===== src/rtl/cpu_reg_pkg.sv =====
// Register map, bit positions and shared types for the CPU register bank.
// Both the bank and its TX FIFO import this package.
package cpu_reg_pkg;

  typedef enum logic [7:0] {
    REG_ID      = 8'h00,
    REG_CTRL    = 8'h01,
    REG_STATUS  = 8'h02,
    REG_SCRATCH = 8'h03,
    REG_TX_DATA = 8'h04,
    REG_ERR_CNT = 8'h05
  } reg_addr_e;

  localparam int REG_WIDTH    = 32;
  localparam int DECODE_WIDTH = 8;

  localparam int CTRL_EN_BIT  = 0;
  localparam int CTRL_CLR_BIT = 1;

  localparam int STATUS_EMPTY_BIT = 0;
  localparam int STATUS_FULL_BIT  = 1;
  localparam int STATUS_LEVEL_LSB = 4;
  localparam int STATUS_LEVEL_W   = 4;

  localparam int ERR_CNT_W = 16;

  typedef logic [REG_WIDTH-1:0] reg_word_t;
  typedef logic [ERR_CNT_W-1:0] err_cnt_t;

  // Saturating increment: the counter sticks at all-ones instead of wrapping.
  function automatic err_cnt_t sat_inc(input err_cnt_t value);
    return (value == '1) ? value : value + err_cnt_t'(1);
  endfunction

endpackage


===== src/rtl/cpu_tx_fifo.sv =====
// TX word FIFO: power-of-two depth, wrapping pointers, level one bit wider
// than the pointers, synchronous flush, head forced to zero while empty.
module cpu_tx_fifo
  import cpu_reg_pkg::*;
#(
  parameter int DEPTH = 4,
  parameter int WIDTH = REG_WIDTH
) (
  input  logic                   iclk,
  input  logic                   irst,
  input  logic                   push,
  input  logic                   pop,
  input  logic                   flush,
  input  logic [WIDTH-1:0]       push_data,
  output logic [WIDTH-1:0]       head_data,
  output logic                   full,
  output logic                   empty,
  output logic [$clog2(DEPTH):0] level
);

  localparam int PTR_W   = $clog2(DEPTH);
  localparam int LEVEL_W = PTR_W + 1;

  logic [PTR_W-1:0]   wr_ptr;
  logic [PTR_W-1:0]   rd_ptr;
  logic [LEVEL_W-1:0] count;
  logic [WIDTH-1:0]   mem [DEPTH];
  logic               do_push;
  logic               do_pop;

  assign full  = (count == LEVEL_W'(DEPTH));
  assign empty = (count == '0);
  assign level = count;

  // Flush overrides any push or pop presented in the same cycle.
  assign do_push = push & ~full & ~flush;
  assign do_pop  = pop & ~empty & ~flush;

  // NOTE: state registers use non-blocking assignments so every flop in the
  // block samples the values that existed before the clock edge.
  always_ff @(posedge iclk or negedge irst) begin
    if (!irst) begin
      wr_ptr <= '0;
      rd_ptr <= '0;
      count  <= '0;
    end else if (flush) begin
      wr_ptr <= '0;
      rd_ptr <= '0;
      count  <= '0;
    end else begin
      if (do_push) wr_ptr <= wr_ptr + PTR_W'(1);
      if (do_pop)  rd_ptr <= rd_ptr + PTR_W'(1);
      case ({do_push, do_pop})
        2'b10:   count <= count + LEVEL_W'(1);
        2'b01:   count <= count - LEVEL_W'(1);
        default: count <= count;
      endcase
    end
  end

  // NOTE: the storage array has no reset; entries only become visible through
  // the level counter, and the head is masked to zero while the FIFO is empty.
  always_ff @(posedge iclk) begin
    if (do_push) mem[wr_ptr] <= push_data;
  end

  assign head_data = empty ? '0 : mem[rd_ptr];

endmodule


===== src/rtl/cpu_reg_bank.sv =====
// CPU-visible register bank: edge-detected bus strobes, ID/CTRL/STATUS/SCRATCH
// registers, saturating error counter and a TX FIFO drained by a valid/ready stream.
module cpu_reg_bank
  import cpu_reg_pkg::*;
#(
  parameter int          ADDR_WIDTH = 256,
  parameter int          DATA_WIDTH = 256,
  parameter logic [31:0] BLOCK_ID   = 32'hC0DE_0001,
  parameter int          FIFO_DEPTH = 4
) (
  input  logic                  iclk,
  input  logic                  irst,
  input  logic [ADDR_WIDTH-1:0] iaddr,
  input  logic [DATA_WIDTH-1:0] idata,
  input  logic                  iwr,
  input  logic                  ird,
  output logic [DATA_WIDTH-1:0] odata,
  output logic [31:0]           otx_data,
  output logic                  otx_valid,
  input  logic                  itx_ready
);

  localparam int LEVEL_W = $clog2(FIFO_DEPTH) + 1;

  logic                    wr_q;
  logic                    rd_q;
  logic                    wr_ev;
  logic                    rd_ev;
  logic                    collide;
  logic                    do_wr;
  logic                    do_rd;
  logic                    mapped;
  logic [DECODE_WIDTH-1:0] addr_lo;
  reg_word_t               wr_word;
  logic                    unused_idata_hi;

  logic                    en;
  reg_word_t               scratch;
  err_cnt_t                err_cnt;

  logic                    ctrl_we;
  logic                    scratch_we;
  logic                    wr_err;
  logic                    rd_err;
  logic                    err_inc;
  reg_word_t               rd_word;
  reg_word_t               status_word;

  logic                    fifo_push;
  logic                    fifo_pop;
  logic                    fifo_flush;
  logic                    fifo_full;
  logic                    fifo_empty;
  logic [LEVEL_W-1:0]      fifo_level;
  reg_word_t               fifo_head;

  // Strobe history is cleared by reset, so a strobe held across release
  // counts as a fresh transaction on the first clock afterwards.
  always_ff @(posedge iclk or negedge irst) begin
    if (!irst) begin
      wr_q <= 1'b0;
      rd_q <= 1'b0;
    end else begin
      wr_q <= iwr;
      rd_q <= ird;
    end
  end

  assign wr_ev   = iwr & ~wr_q;
  assign rd_ev   = ird & ~rd_q;
  assign collide = wr_ev & rd_ev;
  assign do_wr   = wr_ev & ~rd_ev;
  assign do_rd   = rd_ev & ~wr_ev;

  assign addr_lo         = iaddr[DECODE_WIDTH-1:0];
  assign mapped          = (iaddr[ADDR_WIDTH-1:DECODE_WIDTH] == '0);
  assign wr_word         = idata[REG_WIDTH-1:0];
  assign unused_idata_hi = ^idata[DATA_WIDTH-1:REG_WIDTH];

  always_comb begin
    status_word                                     = '0;
    status_word[STATUS_EMPTY_BIT]                   = fifo_empty;
    status_word[STATUS_FULL_BIT]                    = fifo_full;
    status_word[STATUS_LEVEL_LSB +: STATUS_LEVEL_W] = STATUS_LEVEL_W'(fifo_level);
  end

  // NOTE: every signal driven here is given a default before any branch, so
  // no path through the decode can leave one unassigned and infer a latch.
  always_comb begin
    ctrl_we    = 1'b0;
    scratch_we = 1'b0;
    fifo_push  = 1'b0;
    fifo_flush = 1'b0;
    wr_err     = 1'b0;
    if (do_wr) begin
      if (!mapped) begin
        wr_err = 1'b1;
      end else begin
        case (addr_lo)
          REG_CTRL: begin
            ctrl_we    = 1'b1;
            fifo_flush = wr_word[CTRL_CLR_BIT];
          end
          REG_SCRATCH: scratch_we = 1'b1;
          REG_TX_DATA: begin
            // A full FIFO drops the word even if a pop lands this same cycle.
            if (fifo_full) wr_err    = 1'b1;
            else           fifo_push = 1'b1;
          end
          default: wr_err = 1'b1;
        endcase
      end
    end
  end

  always_comb begin
    rd_word = '0;
    rd_err  = 1'b0;
    if (do_rd) begin
      if (!mapped) begin
        rd_err = 1'b1;
      end else begin
        case (addr_lo)
          REG_ID:      rd_word = BLOCK_ID;
          REG_CTRL:    rd_word[CTRL_EN_BIT] = en;
          REG_STATUS:  rd_word = status_word;
          REG_SCRATCH: rd_word = scratch;
          REG_TX_DATA: rd_word = '0;
          REG_ERR_CNT: rd_word = REG_WIDTH'(err_cnt);
          default:     rd_err  = 1'b1;
        endcase
      end
    end
  end

  assign err_inc = collide | wr_err | rd_err;

  always_ff @(posedge iclk or negedge irst) begin
    if (!irst) begin
      en      <= 1'b0;
      scratch <= '0;
      err_cnt <= '0;
      odata   <= '0;
    end else begin
      if (ctrl_we)    en      <= wr_word[CTRL_EN_BIT];
      if (scratch_we) scratch <= wr_word;
      // CLR is a pulse: it zeroes the counter and flushes, but is never stored.
      if (fifo_flush)   err_cnt <= '0;
      else if (err_inc) err_cnt <= sat_inc(err_cnt);
      if (do_rd) odata <= DATA_WIDTH'(rd_word);
    end
  end

  assign otx_valid = ~fifo_empty & en;
  assign fifo_pop  = otx_valid & itx_ready;
  assign otx_data  = fifo_head;

  cpu_tx_fifo #(
    .DEPTH (FIFO_DEPTH),
    .WIDTH (REG_WIDTH)
  ) u_tx_fifo (
    .iclk      (iclk),
    .irst      (irst),
    .push      (fifo_push),
    .pop       (fifo_pop),
    .flush     (fifo_flush),
    .push_data (wr_word),
    .head_data (fifo_head),
    .full      (fifo_full),
    .empty     (fifo_empty),
    .level     (fifo_level)
  );

endmodule


===== config.mk =====
export PLATFORM = sky130hd
export DESIGN_NAME = cpu_reg_bank
export DESIGN_NICKNAME = d
export VERILOG_FILES = /design/src/rtl/cpu_reg_pkg.sv /design/src/rtl/cpu_tx_fifo.sv /design/src/rtl/cpu_reg_bank.sv
export SDC_FILE = /design/constraint.sdc
export NUM_CORES = 1
export LEC_CHECK = 0
export ABC_CLOCK_PERIOD_IN_PS = 3300
export CAP_MARGIN = 20
export CORE_AREA = 2 2 315 317
export DETAILED_ROUTE_END_ITERATION = 8
export DIE_AREA = 0 0 317 319
export GPL_ROUTABILITY_DRIVEN = 0
export PLACE_DENSITY_LB_ADDON = 0.12
export SLEW_MARGIN = 30
export SYNTH_ARGS = -nofsm -noshare
export SYNTH_HDL_FRONTEND = slang
export SYNTH_SLANG_ARGS = --single-unit

===== constraint.sdc =====
create_clock -name iclk -period 3.3 [get_ports iclk]
set_input_delay 0.825 -clock iclk [delete_from_list [all_inputs] [get_ports iclk]]
set_output_delay 0.825 -clock iclk [all_outputs]
set_load 0.005 [all_outputs]

==> flow_summary.json, run 1 <==
{
  "ys.flop_type": "edfxtp_1",
  "ff2ff_setup_slack_ns": 0.66,
  "clock_sinks": 218,
  "dpl_cell_area_um2": 16200,
  "ir_worst_vdd_mv": 0.307,
  "r2r_cells": 9,
  "synth.most_common_cell": "buf_4",
  "syn2layout_area_growth_pct": 53.3,
  "clkTransAtPathRegs_ns": 0.06,
  "p_leak_nw": 6.71,
  "setup_viol": 0,
  "port_buffers": 357,
  "dieArea_um2": 101000,
  "routed_wl_mm": 43.2,
  "io_pins": 806,
  "crit_path_cell_trace": "buf_4, clkbuf_16, mux4_2, and2_1, clkdlybuf4s50_1",
  "clock_path_buffers": 3,
  "cts_htree_levels": 1,
  "cts_tree": "yes",
  "cp-endpoint": "otx_data[26]",
  "critical_path.max_stage_delay_ns": 0.51,
  "die_h_um": 319,
  "hold_path.class": "input port to async pin",
  "power_density_nw_per_um2": 366,
  "drt-initial-drc-count": 334,
  "setup_ws_ns": 0.0806,
  "synth_top_area_frac": 0.339,
  "path_max_fanout": 8,
  "gr-usage-all-layers": 0.0803,
  "cp-start-kind": "register",
  "syn_area_um2": 11300,
  "slowest_stage": "mux4_2",
  "start_util": 0.116,
  "hpwl_mm": 33.0,
  "dp.cells": 2557,
  "finClkSkew_ns": 0.0138,
  "ys_ff_latch": 218,
  "yosysTopAreaCell": "edfxtp_1",
  "ant_nets": 0,
  "grt_overflow_total": 0,
  "vias_per_cell": 3.07,
  "max_freq_ghz": 0.311,
  "grt_pass1_vias": 8476,
  "clock-root-buffer": "clkbuf_16",
  "antenna_cells": 0,
  "cp.arrival_ns": 2.39,
  "stdcell_count": 2617,
  "dp_slack_ns": -1.49,
  "yosysWarnings": 0,
  "hold_viol": 0,
  "fillers": 10700,
  "slew_headroom": 0.629,
  "end_kind": "output port",
  "synthTopCellsByCount": "buf_4 (227), edfxtp_1 (128), dfrtp_1 (90)",
  "path_class": "register to output port",
  "fp-row-count": 115,
  "synth_area_leaders": "edfxtp_1 (34%), dfrtp_1 (20%), buf_4 (15%)",
  "synthArstFlopShare": 0.413,
  "postSynthCellCount": 884,
  "fp.dieW_um": 317,
  "status": "finished clean",
  "rr_startpoint": "u_tx_fifo.level[2]",
  "r2r-end": "u_tx_fifo.level[2]",
  "maxSlewViolCount": 0,
  "clock_latency_ns": 0.53,
  "worst_pin_slew_ns": 0.557,
  "grt_max_degree": 42,
  "drc": 0,
  "grt_pass1_wl_mm": 59.6,
  "cts_inserted_buffers": 26,
  "cap_viol_max_count": 0,
  "worstPathRequired_ns": 2.47,
  "rsz0062_at_grt": "true",
  "wl_per_cell_um": 16.5,
  "synth-edff-count": 128,
  "vias": 8034,
  "postCtsHoldBufs": 0,
  "yosysSeqAreaShare": 0.538,
  "syn_avg_cell_area_um2": 12.8,
  "final.period_utilization": 0.976,
  "antenna_found_initial": 4,
  "drive_gt1_frac": 0.177,
  "min_period_ns": 3.22,
  "final_area_um2": 17400,
  "synth_cell_type_count": 56,
  "startpoint": "u_tx_fifo.rd_ptr[0]",
  "dr.pass1.iters": 4,
  "core_um2": 97700,
  "nets": 1833
}
-- worst min-delay path by stage --
stage                 end  slack (ns)  depth (start not counted)
6_report         odata[9]        0.27                          1
5_1_grt          odata[9]        0.28                          1
4_1_cts         odata[29]        0.29                          1
3_5_place_dp    odata[13]        0.48                          2
3_3_place_gp    odata[13]        0.47                          2
2_1_floorplan  scratch[4]        0.46                          1
-- layer usage --
layer	wire [um]	track usage	share of wire	vias up
li1	-	-	-	3692
met1	18100	0.0997	0.42	3945
met2	21800	0.143	0.51	358
met3	2600	0.0155	0.060	37
met4	648	0.0160	0.015	2
met5	13	0	0.00030	-
-- what timing repair did --
item / CTS / global route
resized for setup: 120 / 40
pin swaps: 43 / 22
endpoints found under the setup margin: 220 / 9
buffers inserted: 1 / 11
cloned: 0 / 1
-- sequential cells by signal, summed over array words and instances, names as in the netlist --
signal / cells
u_tx_fifo.rd_ptr: 2
rd_q: 1
scratch: 32
err_cnt: 16
u_tx_fifo.mem: 128
en: 1
odata: 32
u_tx_fifo.level: 3
wr_q: 1
u_tx_fifo.wr_ptr: 2
-- cell type report --
type | count | area [um2] | area share
sequential | 218 | 6100 | 0.351
multi-input combinational | 628 | 4490 | 0.258
clock buffer | 37 | 723 | 0.0416
inverter | 3 | 11.3 | 0.000648
tap | 1287 | 1610 | 0.0926
timing repair buffer | 433 | 4370 | 0.252
clock inverter | 11 | 83.8 | 0.00482
-- layout by cell type (no fill, tap or decap), drive strengths merged, types with 34 or more instances in the layout --
master	Yosys	final
nand2	41	41
dfrtp	90	90
o21ai	34	34
and2	39	39
clkbuf	16	38
buf	242	76
edfxtp	128	128
dlygate4sd2	0	61
clkdlybuf4s50	0	261
conb	1	224
nor4	66	66
-- power breakdown --
| group | internal, W | leakage (nW) | switching (W) |
|---|---|---|---|
| Sequential | 0.00293 | 2.37 | 0.0000550 |
| Clock | 0.00160 | 0.398 | 0.00115 |
| Combinational | 0.000347 | 3.94 | 0.000271 |
-- worst max-delay path, delay by kind of cell, from the launching register on --
family | cells | cell delay [ns]
AND/OR/NAND/NOR | 1 | 0.17
buffers and inverters | 3 | 0.77
flip-flops | 1 | 0.41
multiplexers | 1 | 0.51
-- metrics by stage --
step / hold slack, ns / total power, W / setup TNS [ns] / util
2_1_floorplan: 0.459 / 0.00337 / 0 / -
3_3_place_gp: 0.474 / 0.00367 / -240.89 / 0.165
3_5_place_dp: 0.482 / 0.00367 / -246.28 / 0.165
4_1_cts: 0.290 / 0.00651 / -0.0171 / 0.175
5_1_grt: 0.284 / 0.00667 / -0.0738 / 0.178
6_report: 0.272 / 0.00636 / 0 / 0.178
-- cell families (layout without fill, tap and decap cells) --
kind of cell / count (synthesis) / after routing / synth area share
DFF: 218 / 218 / 0.538
buffers and inverters: 261 / 484 / 0.168
other: 1 / 224 / 0.000331
muxes: 67 / 67 / 0.108
adders and majority gates: 6 / 6 / 0.00728
AOI/OAI and AO/OA: 91 / 91 / 0.0526
xor gates and xnor gates: 8 / 8 / 0.00618
and+or+nand+nor: 232 / 232 / 0.120
Note: power is estimated with default switching activity, not from simulation.
==> run 2, diff against run 1 <==
CORE_AREA = 2 2 310 312   (was 2 2 315 317)
DIE_AREA = 0 0 312 314   (was 0 0 317 319)
DONT_BUFFER_PORTS = 1   (was default)
==> run 2 against run 1 <==
Sequential power hardly changed. Global-route usage is 0.44 points lower. Core utilization is 3.7 points lower. Highest routed layer unchanged. Non-clock buffer count is 384 lower. Register-to-register slack better by 0.04 ns. Clock-buffer cell count is 5 higher. Critical endpoint is now u_tx_fifo.level[2]. Via count is 16% lower. Fmax is 2.8% higher. Largest power group unchanged. Largest cell class unchanged. Sequential cell count stayed put. Wire length is 7.9% lower. First-iteration DRC count is 5.7% higher. Worst setup slack better by 0.088 ns.
==> flow_summary.json, run 2 (synthesis gave the netlist of run 1 again) <==
{
  "status": "finished clean",
  "cts_htree_levels": 1,
  "grt_pass1_vias": 6670,
  "mostFrequentLayoutCell": "conb_1",
  "path_max_fanout": 5,
  "path_class": "input port to register",
  "rsz0062_at_grt": "false",
  "slowest_stage": "nor4_1",
  "antenna_found_initial": 9,
  "clock_latency_ns": 0.55,
  "dr.pass1.iters": 4,
  "routed_wl_mm": 39.7,
  "critical_path.max_stage_delay_ns": 0.45,
  "clkTransAtPathRegs_ns": 0.06,
  "grt_pass1_wl_mm": 53.1,
  "fp.dieW_um": 312,
  "worstPathRequired_ns": 3.80,
  "reg.largest.list": "u_tx_fifo.mem x128, odata x32, scratch x32",
  "final.period_utilization": 0.949,
  "setup_viol": 0,
  "vias_per_cell": 3.04,
  "grt_max_degree": 91,
  "core_um2": 94400,
  "start_util": 0.120,
  "hold_viol": 0,
  "rr_startpoint": "err_cnt[0]",
  "finClkSkew_ns": 0.0177,
  "wl_per_cell_um": 17.9,
  "ant_nets": 0,
  "hold_path.class": "input port to async pin",
  "fp-row-count": 113,
  "dp.cells": 2162,
  "nets": 1450,
  "cp_top_family": "simple AND/OR/NAND/NOR gates",
  "cp.arrival_ns": 3.63,
  "min_period_ns": 3.13,
  "r2r_cells": 9,
  "vias": 6750,
  "port_buffers": 0,
  "stdcell_count": 2222,
  "worst_pin_slew_ns": 0.561,
  "drc": 0,
  "crit_buf_inv": 2,
  "cp-start-kind": "input port",
  "drt-initial-drc-count": 353,
  "cap_viol_max_count": 0,
  "max_freq_ghz": 0.319,
  "layout_common_cells": "conb_1 (224), edfxtp_1 (128), dfrtp_1 (88), nor4_1 (64), nand2_1 (40)",
  "p_leak_nw": 4.81,
  "fin_util": 0.141,
  "hpwl_mm": 29.4,
  "dieArea_um2": 98000,
  "top_register": "u_tx_fifo.mem",
  "maxSlewViolCount": 0,
  "gr-usage-all-layers": 0.0759,
  "cts_inserted_buffers": 27,
  "io_pins": 806,
  "die_h_um": 314,
  "cts_tree": "yes",
  "r2r-end": "err_cnt[11]",
  "end_kind": "register",
  "finalSetupTns_ns": 0,
  "largest_register_ffs": 128,
  "drive_gt1_frac": 0.179,
  "clock_path_buffers": 3,
  "ff2ff_setup_slack_ns": 0.70,
  "startpoint": "iaddr[11]",
  "power_w": 0.00621,
  "slew_headroom": 0.626,
  "clock_sinks": 218,
  "hold_ws_ns": 0.196,
  "syn2layout_area_growth_pct": 17.6,
  "ir_worst_vdd_mv": 0.306,
  "power_density_nw_per_um2": 466,
  "crit_path_cell_trace": "nor4_1, nand4_1, nor4_2, buf_4, and4_1, buf_4, and3_1, nor3_1, fa_1, a211o_1, a211o_1, nand2_1",
  "clock-root-buffer": "clkbuf_16",
  "postCtsSetupBuffers": 0,
  "grt_overflow_total": 0
}
==> run 2: worst max-delay path by stage <==
stage                               end  depth (start not counted)
finish               u_tx_fifo.level[2]                         12
global route         u_tx_fifo.level[2]                         12
CTS                  u_tx_fifo.level[2]                         12
detailed placement   u_tx_fifo.level[2]                         12
global placement     u_tx_fifo.level[2]                         12
floorplan           u_tx_fifo.mem[0][0]                          7
==> run 2: stage by stage <==
step / cell area (um2) / worst slack, ns
finish: 13300 / 0.168
global route: 13300 / 0.0119
CTS: 13300 / 0.157
detailed placement: 12400 / -0.440
global placement: 12400 / -0.452
floorplan: 12200 / 0.0803
==> run 2: area by class of cell <==
type                            instances  area, um2
Fill cell                           10700      81100
Sequential cell                       218       6100
Multi-Input combinational cell        628       4190
Tap cell                             1265       1580
Clock buffer                           42        782
Timing Repair Buffer                   49        551
Clock inverter                          8        100
Antenna cell                            9       22.5
Inverter                                3       11.3
==> run 2: metal layers <==
metal / vias up / part of all wire / GRT usage
met5: - / 0.00081 / 0
met3: 56 / 0.088 / 0.0223
met1: 3378 / 0.40 / 0.0919
met2: 380 / 0.49 / 0.128
li1: 2932 / - / -
met4: 4 / 0.025 / 0.0266
==> run 2: worst reg2reg max path: cells and delay by family (launching register included) <==
| family | cells | cell delay [ns] |
|---|---|---|
| AO/OA/AOI/OAI | 2 | 0.58 |
| flip-flops | 1 | 0.43 |
| adder cells (fa/ha/maj) | 1 | 0.24 |
| buffers and inverters | 1 | 0.18 |
| AND/OR/NAND/NOR | 5 | 1.12 |
==> run 2: power by group <==
part / internal [W] / switching, W / total (W) / leakage, nW
Clock: 0.00178 / 0.00121 / 0.00299 / 0.430
Sequential: 0.00293 / 0.0000592 / 0.00299 / 2.37
Combinational: 0.0000694 / 0.000159 / 0.000229 / 2.01
==> run 2: repair_timing <==
action                                 in CTS  in global routing
resized for setup                           0                  1
endpoints found under the hold margin      90                  0
hold buffers                                1                  0
setup endpoints to repair                   0                  1
